===== src/rtl/a_x_feeder.sv =====
// Register FIFO feeding module a: nibbles in over valid/ready, head entry out on x.
// Tracks occupancy, full/empty and a peak-occupancy watermark; clr flushes everything synchronously.
module a_x_feeder #(
    parameter  int DW    = 4,
    parameter  int DEPTH = 4,
    localparam int AW    = $clog2(DEPTH)
) (
    input  logic          clk,
    input  logic          rst_n,
    input  logic          clr,
    input  logic [DW-1:0] in_data,
    input  logic          in_valid,
    output logic          in_ready,
    output logic [DW-1:0] x,
    output logic          x_valid,
    input  logic          x_ready,
    output logic [AW:0]   count,
    output logic          full,
    output logic          empty,
    output logic [AW:0]   peak
);

    localparam logic [AW-1:0] PTR_ONE  = 1;
    localparam logic [AW:0]   CNT_ONE  = 1;
    localparam logic [AW:0]   FULL_CNT = (AW + 1)'(DEPTH);

    logic [DW-1:0] mem_q [DEPTH];
    logic [DW-1:0] mem_d [DEPTH];
    logic [AW-1:0] wr_ptr_q, wr_ptr_d;
    logic [AW-1:0] rd_ptr_q, rd_ptr_d;
    logic [AW:0]   count_q, count_d;
    logic [AW:0]   peak_q, peak_d;
    logic          push, pop;

    assign full     = (count_q == FULL_CNT);
    assign empty    = (count_q == '0);
    assign in_ready = !full && !clr;
    assign x_valid  = !empty;
    assign x        = empty ? '0 : mem_q[rd_ptr_q];
    assign count    = count_q;
    assign peak     = peak_q;

    // A handshake seen while clr is high is not a transfer.
    assign push = in_valid && in_ready;
    assign pop  = x_valid && x_ready && !clr;

    always_comb begin
        mem_d    = mem_q;
        wr_ptr_d = wr_ptr_q;
        rd_ptr_d = rd_ptr_q;
        count_d  = count_q;
        peak_d   = peak_q;

        if (push) begin
            mem_d[wr_ptr_q] = in_data;
            wr_ptr_d        = wr_ptr_q + PTR_ONE;
        end
        if (pop) begin
            rd_ptr_d = rd_ptr_q + PTR_ONE;
        end

        if (push && !pop) begin
            count_d = count_q + CNT_ONE;
        end else if (pop && !push) begin
            count_d = count_q - CNT_ONE;
        end

        if (count_d > peak_q) begin
            peak_d = count_d;
        end

        if (clr) begin
            wr_ptr_d = '0;
            rd_ptr_d = '0;
            count_d  = '0;
            peak_d   = '0;
        end
    end

    // Storage is deliberately left unreset; empty masks stale contents on x.
    always_ff @(posedge clk) begin
        mem_q <= mem_d;
    end

    always_ff @(posedge clk or negedge rst_n) begin
        if (!rst_n) begin
            wr_ptr_q <= '0;
            rd_ptr_q <= '0;
            count_q  <= '0;
            peak_q   <= '0;
        end else begin
            wr_ptr_q <= wr_ptr_d;
            rd_ptr_q <= rd_ptr_d;
            count_q  <= count_d;
            peak_q   <= peak_d;
        end
    end

endmodule


===== config.mk =====
export PLATFORM = sky130hd
export DESIGN_NAME = a_x_feeder
export DESIGN_NICKNAME = d
export VERILOG_FILES = /design/src/rtl/a_x_feeder.sv
export SDC_FILE = /design/constraint.sdc
export NUM_CORES = 1
export LEC_CHECK = 0
export ABC_AREA = 1
export ABC_CLOCK_PERIOD_IN_PS = 2480
export CAP_MARGIN = 20
export CORE_MARGIN = 1
export CORE_UTILIZATION = 50
export DETAILED_ROUTE_END_ITERATION = 12
export GPL_TIMING_DRIVEN = 0
export HOLD_SLACK_MARGIN = 0.08
export PLACE_DENSITY = 0.76
export SYNTH_ARGS = -nofsm -noshare
export SYNTH_HDL_FRONTEND = slang
export SYNTH_SLANG_ARGS = --single-unit
export TNS_END_PERCENT = 30

===== constraint.sdc =====
create_clock -name clk -period 2.48 [get_ports clk]
set_input_delay 0.744 -clock clk [delete_from_list [all_inputs] [get_ports clk]]
set_output_delay 0.744 -clock clk [all_outputs]
set_load 0.005 [all_outputs]

After elaboration in Yosys (flattened, before gate mapping)
Cells that the tools add are included.

Register bits: 26. Memory bits (writable): 0. Memories kept: 0. Input port bits: 9. Bits in latches: 0. Word-level logic and storage cells: 51. ROM bits: 0.

Shift-type cells: 0. Magnitude comparators: 4. $add $sub $neg: 4. Muxes and demuxes: 16. Reductions and logical operators: 16. Multiply operators: 0. Bitwise operators: 2. Equal/unequal tests: 1. Divide/modulo/power cells: 0.

Operator list (count): $bwmux 16 (1); $mux 4 (4); $mux 3 (5); $bmux 4 s2 (1); $demux 4 s2 (1); $mux 2 (4); $logic_and 1x1->1 (7); $ge 3x3->1 const B (2); $not 2->3 (2); $reduce_bool 2->1 (3); $logic_not 1->1 (5); $add 2x1->2 const B (2); $add 3x1->3 const B (1); $eq 3x3->1 const B (1); $gt 3x3->1 (1); $logic_not 3->1 (1); $lt 3x1->1 const B (1); $sub 3x1->3 const B (1).

Logic depth before layout (Yosys ltp)
Gate-level depths: netlist of the first run.

Depth in word-level cells: 11. Depth in mapped cells: 18. Mapped depth without buffers: 18.

Least setup slack after synthesis of the first run
Ideal clock, no wire load.

Path kind: flip-flop to flip-flop. From: register count_q[0], in the netlist count[0]. To: register peak_q[0], in the netlist peak[0]. Setup slack: 241 ps. Library setup time: 119 ps. Data arrival time: 2120 ps. Required time: 2361 ps. Buffers on the path: 0. Cell stages (with the launch flop): 19. Cells stage by stage: dfrtp_1 > inv_1 > ha_1 > nand2_1 > nand3_4 > nand3_4 > nand2_1 > nand2_1 > nand2_1 > nand2_1 > inv_1 > ha_1 > nand2_1 > o21ai_0 > nand2_1 > nand2_1 > inv_1 > nand2_1 > o21ai_2.

Longest elaborated chain between the ends: 10. Elaborated cells between the ends (all ways): 20.

Ends and longest elaborated chain: start: declaration (RTL line 31) `logic [AW:0] count_q, count_d;`; start signal: assignment (RTL line 94) `count_q <= count_d;`; $eq 3x3->1 (RTL line 35) `assign full = (count_q == FULL_CNT);`; $logic_not 1->1 (RTL line 37) `assign in_ready = !full && !clr;`; $logic_and 1x1->1 (RTL line 37); $logic_and 1x1->1 (RTL line 44) `assign push = in_valid && in_ready;`; $logic_not 1->1 (RTL line 64) `end else if (pop && !push) begin`; $logic_and 1x1->1 (RTL line 64); $mux 3 (RTL line 64); $mux 3 * (RTL line 62) `if (push && !pop) begin`; $gt 3x3->1 / $mux 3 (equally long branches) (RTL line 68) `if (count_d > peak_q) begin`; $reduce_bool 2->1 (no source line) / $mux 3 (equally long branches); end signal: assignment (RTL line 95) `peak_q <= peak_d;`; end: declaration (RTL line 32) `logic [AW:0] peak_q, peak_d;`.

Mark *: on every way between the ends. The rest lies on a longest branch, timed or not. The select of a mux whose other input is x is not followed. A chain may end at the register's enable or synchronous reset.

Worst setup path after layout of the first run
From: input in_valid. To: register peak_q[0], in the netlist peak[0].

Longest elaborated chain between the ends: 7. Elaborated cells between the ends (all ways): 10.

Ends and longest elaborated chain: start: declaration (RTL line 12) `input logic in_valid,`; $logic_and 1x1->1 * (RTL line 44); $logic_not 1->1 (RTL line 64); $logic_and 1x1->1 (RTL line 64); $mux 3 (RTL line 64); $mux 3 * (RTL line 62); $gt 3x3->1 / $mux 3 (equally long branches) (RTL line 68); $reduce_bool 2->1 (no source line) / $mux 3 (equally long branches).

Marked as above.

==> results of run 1 <==
==> metal layers <==
| metal | up-vias | routed length, um |
|---|---|---|
| met5 | - | 0 |
| met4 | 0 | 17 |
| met3 | 4 | 107 |
| met2 | 21 | 1380 |
| met1 | 490 | 1250 |
| li1 | 533 | - |
==> layout make-up <==
cell class                 instances  share of cell area
sequential                        26               0.406
buffer                             1             0.00418
timing repair buffer              30               0.158
tap                               30              0.0209
multi-input combinational         93               0.329
clock inverter                     1              0.0167
inverter                          23              0.0522
clock buffer                       3              0.0125
==> cell families after synthesis <==
family / share of synthesized area
xor+xnor: 0.0192
fa+ha+maj: 0.0912
simple gates: 0.202
flops: 0.533
buf+inv: 0.0684
compound gates: 0.0867
==> state kept, by name (all words and copies together) (netlist names) <==
signal	count
count	3
wr_ptr_q	2
rd_ptr_q	2
mem_q	16
peak	3
==> critical path, stage by stage <==
cell and delay [ps]:
clkdlybuf4s50_1 510, nand3_4 120, nand3_4 110, buf_4 120, nand3_1 90, nand2_1 110
inv_1 80, ha_4 270, nand2_1 50, o21ai_1 110, nand2_1 70, nand2_2 80
inv_2 60, nand2_1 70, o21ai_2 50
==> cells in the final DEF (no fill, tap or decap), drive strengths merged <==
| cell type | n |
|---|---|
| a21oi | 6 |
| a22o | 1 |
| buf | 9 |
| bufinv | 1 |
| clkbuf | 3 |
| clkdlybuf4s50 | 13 |
| dfrtp | 10 |
| dlygate4sd2 | 5 |
| dlymetal6s2s | 4 |
| edfxtp | 16 |
| ha | 10 |
| inv | 23 |
| nand2 | 22 |
| nand3 | 7 |
| nand4 | 2 |
| nor2 | 29 |
| o21ai | 13 |
| xnor2 | 2 |
| xor2 | 1 |
==> metrics by stage <==
step / TNS [ps] / utilization / hold WS, ps / setup slack [ps]
5_1_grt: -171 / 0.706 / 577 / -59.6
3_5_place_dp: -2230 / 0.640 / 502 / -661
2_1_floorplan: 0 / - / 448 / 241
3_3_place_gp: -2200 / 0.640 / 490 / -649
4_1_cts: -7.70 / 0.679 / 543 / -7.70
6_report: 0 / 0.706 / 542 / 72.7
==> what timing repair did <==
item,4_1_cts,5_1_grt
resized for setup,17,10
pin swaps,0,5
buffers inserted,4,4
endpoints found under the setup margin,11,6
==> worst paths after layout <==
kind | start | end | cells after the start
max | in_valid | peak[0] | 15
min | peak[1] | peak[1] | 2
max reg2reg | count[0] | peak[0] | 17
min reg2reg | peak[1] | peak[1] | 2
max in group asynchronous | rst_n | rd_ptr_q[0] | 1
min in group asynchronous | rst_n | wr_ptr_q[0] | 1
==> power by group <==
group          switching [mW]  internal, mW  leakage, nW
combinational           0.299         0.276        0.531
sequential             0.0347         0.506        0.279
clock                   0.126         0.163       0.0279
total                   0.461         0.946        0.838
==> run_summary.xml, run 1 <==
<?xml version="1.0" encoding="UTF-8"?>
<metrics>
  <group name="run_status">
    <metric name="outcome" unit="">completed</metric>
  </group>
  <group name="layout">
    <metric name="multi_input_comb_area" unit="um2">592</metric>
    <metric name="fin_cells" unit="">207</metric>
    <metric name="design_area" unit="um2">1800</metric>
    <metric name="nNetsFinal" unit="">197</metric>
    <metric name="layout.area.seq" unit="um2">731</metric>
    <metric name="count_of_antenna_diodes_in_the_layout" unit="">0</metric>
    <metric name="drive_above_1_share" unit="">0.198</metric>
    <metric name="n_fill_cell" unit="">193</metric>
    <metric name="area_delta_synth_final" unit="%">31.1</metric>
  </group>
  <group name="placement">
    <metric name="place.detailed.hpwl" unit="um">1830</metric>
    <metric name="place.gp.congestion" unit="">0.748</metric>
    <metric name="placement.cell_area" unit="um2">1630</metric>
    <metric name="dp_cells" unit="">195</metric>
    <metric name="place.port_buffers" unit="">22</metric>
  </group>
  <group name="routing">
    <metric name="num_vias" unit="">1048</metric>
    <metric name="drt_first_pass_iters" unit="">4</metric>
    <metric name="wire_per_inst" unit="um">13.3</metric>
    <metric name="vias_per_cell" unit="">5.06</metric>
    <metric name="drt_iter0_markers" unit="">29</metric>
    <metric name="route.antenna.remaining_nets" unit="">0</metric>
    <metric name="post-route-drc-count" unit="">0</metric>
    <metric name="routed_wl" unit="um">2760</metric>
  </group>
  <group name="setup_path">
    <metric name="setup.worst_path.end_class" unit="">register</metric>
    <metric name="path_max_fanout" unit="">4</metric>
    <metric name="cp.required" unit="ps">2710</metric>
    <metric name="r2r_slack" unit="ps">260</metric>
    <metric name="critPathLaunchType" unit="">input port</metric>
    <metric name="path_class" unit="">in2reg</metric>
    <metric name="worstPathArrival" unit="ps">2640</metric>
  </group>
  <group name="global_route">
    <metric name="grt.met3_usage" unit="">0.0333</metric>
    <metric name="grt_pass1_wl" unit="um">4060</metric>
    <metric name="grt_use_total" unit="">0.199</metric>
    <metric name="grt.overflow.total" unit="">0</metric>
    <metric name="gr-usage-met2" unit="">0.323</metric>
    <metric name="grt_antenna_before_repair" unit="">0</metric>
    <metric name="met1_usage" unit="">0.269</metric>
    <metric name="globalRoute.busiestLayer" unit="">met2</metric>
    <metric name="grt_start_max_net_pins" unit="">16</metric>
    <metric name="first_global_vias" unit="">936</metric>
  </group>
  <group name="power">
    <metric name="total_leakage_power" unit="nW">0.838</metric>
    <metric name="total_power" unit="mW">1.41</metric>
    <metric name="cellPowerDensity" unit="nW/um2">782</metric>
    <metric name="vdd_drop_max" unit="uV">680</metric>
  </group>
  <group name="synthesis">
    <metric name="synth.top_cells.by_area" unit="">edfxtp_1 (35%), dfrtp_1 (18%), ha_1 (9.1%), nor2_1 (7.7%), nand2_1 (6.0%)</metric>
    <metric name="yosysMostFrequentCell" unit="">nor2_1</metric>
    <metric name="syn_avg_cell_area" unit="um2">9.59</metric>
    <metric name="postSynth.asyncResetShare" unit="">0.385</metric>
    <metric name="synth_common_cells" unit="">nor2_1 (28), nand2_1 (22), inv_1 (20)</metric>
    <metric name="post_synth_inst_count" unit="">143</metric>
    <metric name="synth_seq_cells" unit="">26</metric>
    <metric name="synth_largest_type_area_fraction" unit="">0.350</metric>
    <metric name="yosys.cell_types.count" unit="">22</metric>
    <metric name="synth_area_leader_cell" unit="">edfxtp_1</metric>
    <metric name="synth-edff-count" unit="">16</metric>
    <metric name="area_of_the_mapped_netlist" unit="um2">1370</metric>
    <metric name="synth_fp_nets" unit="">162</metric>
    <metric name="synth-seq-area-share" unit="">0.533</metric>
    <metric name="synth_warnings" unit="">0</metric>
    <metric name="dominantRegCellSynth" unit="">edfxtp_1</metric>
  </group>
  <group name="job">
    <metric name="maxCapViolCount" unit="">0</metric>
  </group>
  <group name="timing">
    <metric name="worst_slew_pin_slew" unit="ps">496</metric>
    <metric name="setup_viol_count_final" unit="">0</metric>
    <metric name="timing.final.max_slew_violations" unit="">0</metric>
    <metric name="slew_headroom" unit="">0.669</metric>
    <metric name="fmax" unit="MHz">415</metric>
    <metric name="final_period_utilization" unit="">0.971</metric>
    <metric name="final_period_minus_worst_setup_slack" unit="ps">2410</metric>
    <metric name="fin_worst_skew" unit="ps">2.33</metric>
    <metric name="finalHoldViolCount" unit="">0</metric>
  </group>
  <group name="clock_tree">
    <metric name="cts.clk_slew.worst_paths" unit="ps">140</metric>
    <metric name="clock_tree.htree_level_count" unit="">1</metric>
    <metric name="cts-buffers-inserted" unit="">3</metric>
    <metric name="cts_tree" unit="">done</metric>
    <metric name="worstSkewPairLatency" unit="ps">320</metric>
    <metric name="clock_tree.root_cell" unit="">clkbuf_4</metric>
    <metric name="cts.sinks" unit="">26</metric>
    <metric name="clock_tree.buffer_depth" unit="">2</metric>
    <metric name="cts-hold-fix-buffers" unit="">0</metric>
  </group>
  <group name="die">
    <metric name="floorplan.die.height" unit="um">54.4</metric>
    <metric name="core_area" unit="um2">2540</metric>
    <metric name="top_level_pins" unit="">23</metric>
    <metric name="die-area" unit="um2">2960</metric>
    <metric name="floorplan.die.width" unit="um">54.4</metric>
    <metric name="std_cell_rows" unit="">18</metric>
    <metric name="initial_core_util" unit="">0.539</metric>
  </group>
  <group name="worst_hold_path">
    <metric name="worstHoldPathType" unit="">reg2reg</metric>
  </group>
</metrics>
Power figures use the tool's default switching activity.
==> run 2, diff against run 1 <==
--- a/config.mk
+++ b/config.mk
@@ -6,13 +6,12 @@
 export NUM_CORES = 1
 export LEC_CHECK = 0
 export ABC_AREA = 1
-export ABC_CLOCK_PERIOD_IN_PS = 2480
 export CAP_MARGIN = 20
 export CORE_MARGIN = 1
 export CORE_UTILIZATION = 50
 export DETAILED_ROUTE_END_ITERATION = 12
 export GPL_TIMING_DRIVEN = 0
-export HOLD_SLACK_MARGIN = 0.08
+export HOLD_SLACK_MARGIN = 0.05
 export PLACE_DENSITY = 0.76
 export SYNTH_ARGS = -nofsm -noshare
 export SYNTH_HDL_FRONTEND = slang
==> results of run 2 <==
Same layout as run 1: the final DEF is identical, and so are final timing and power.
==> run 3, diff against run 2 <==
--- a/config.mk
+++ b/config.mk
@@ -6,7 +6,6 @@
 export NUM_CORES = 1
 export LEC_CHECK = 0
 export ABC_AREA = 1
-export CAP_MARGIN = 20
 export CORE_MARGIN = 1
 export CORE_UTILIZATION = 50
 export DETAILED_ROUTE_END_ITERATION = 12
==> results of run 3 <==
Same layout as run 1: the final DEF is identical, and so are final timing and power.
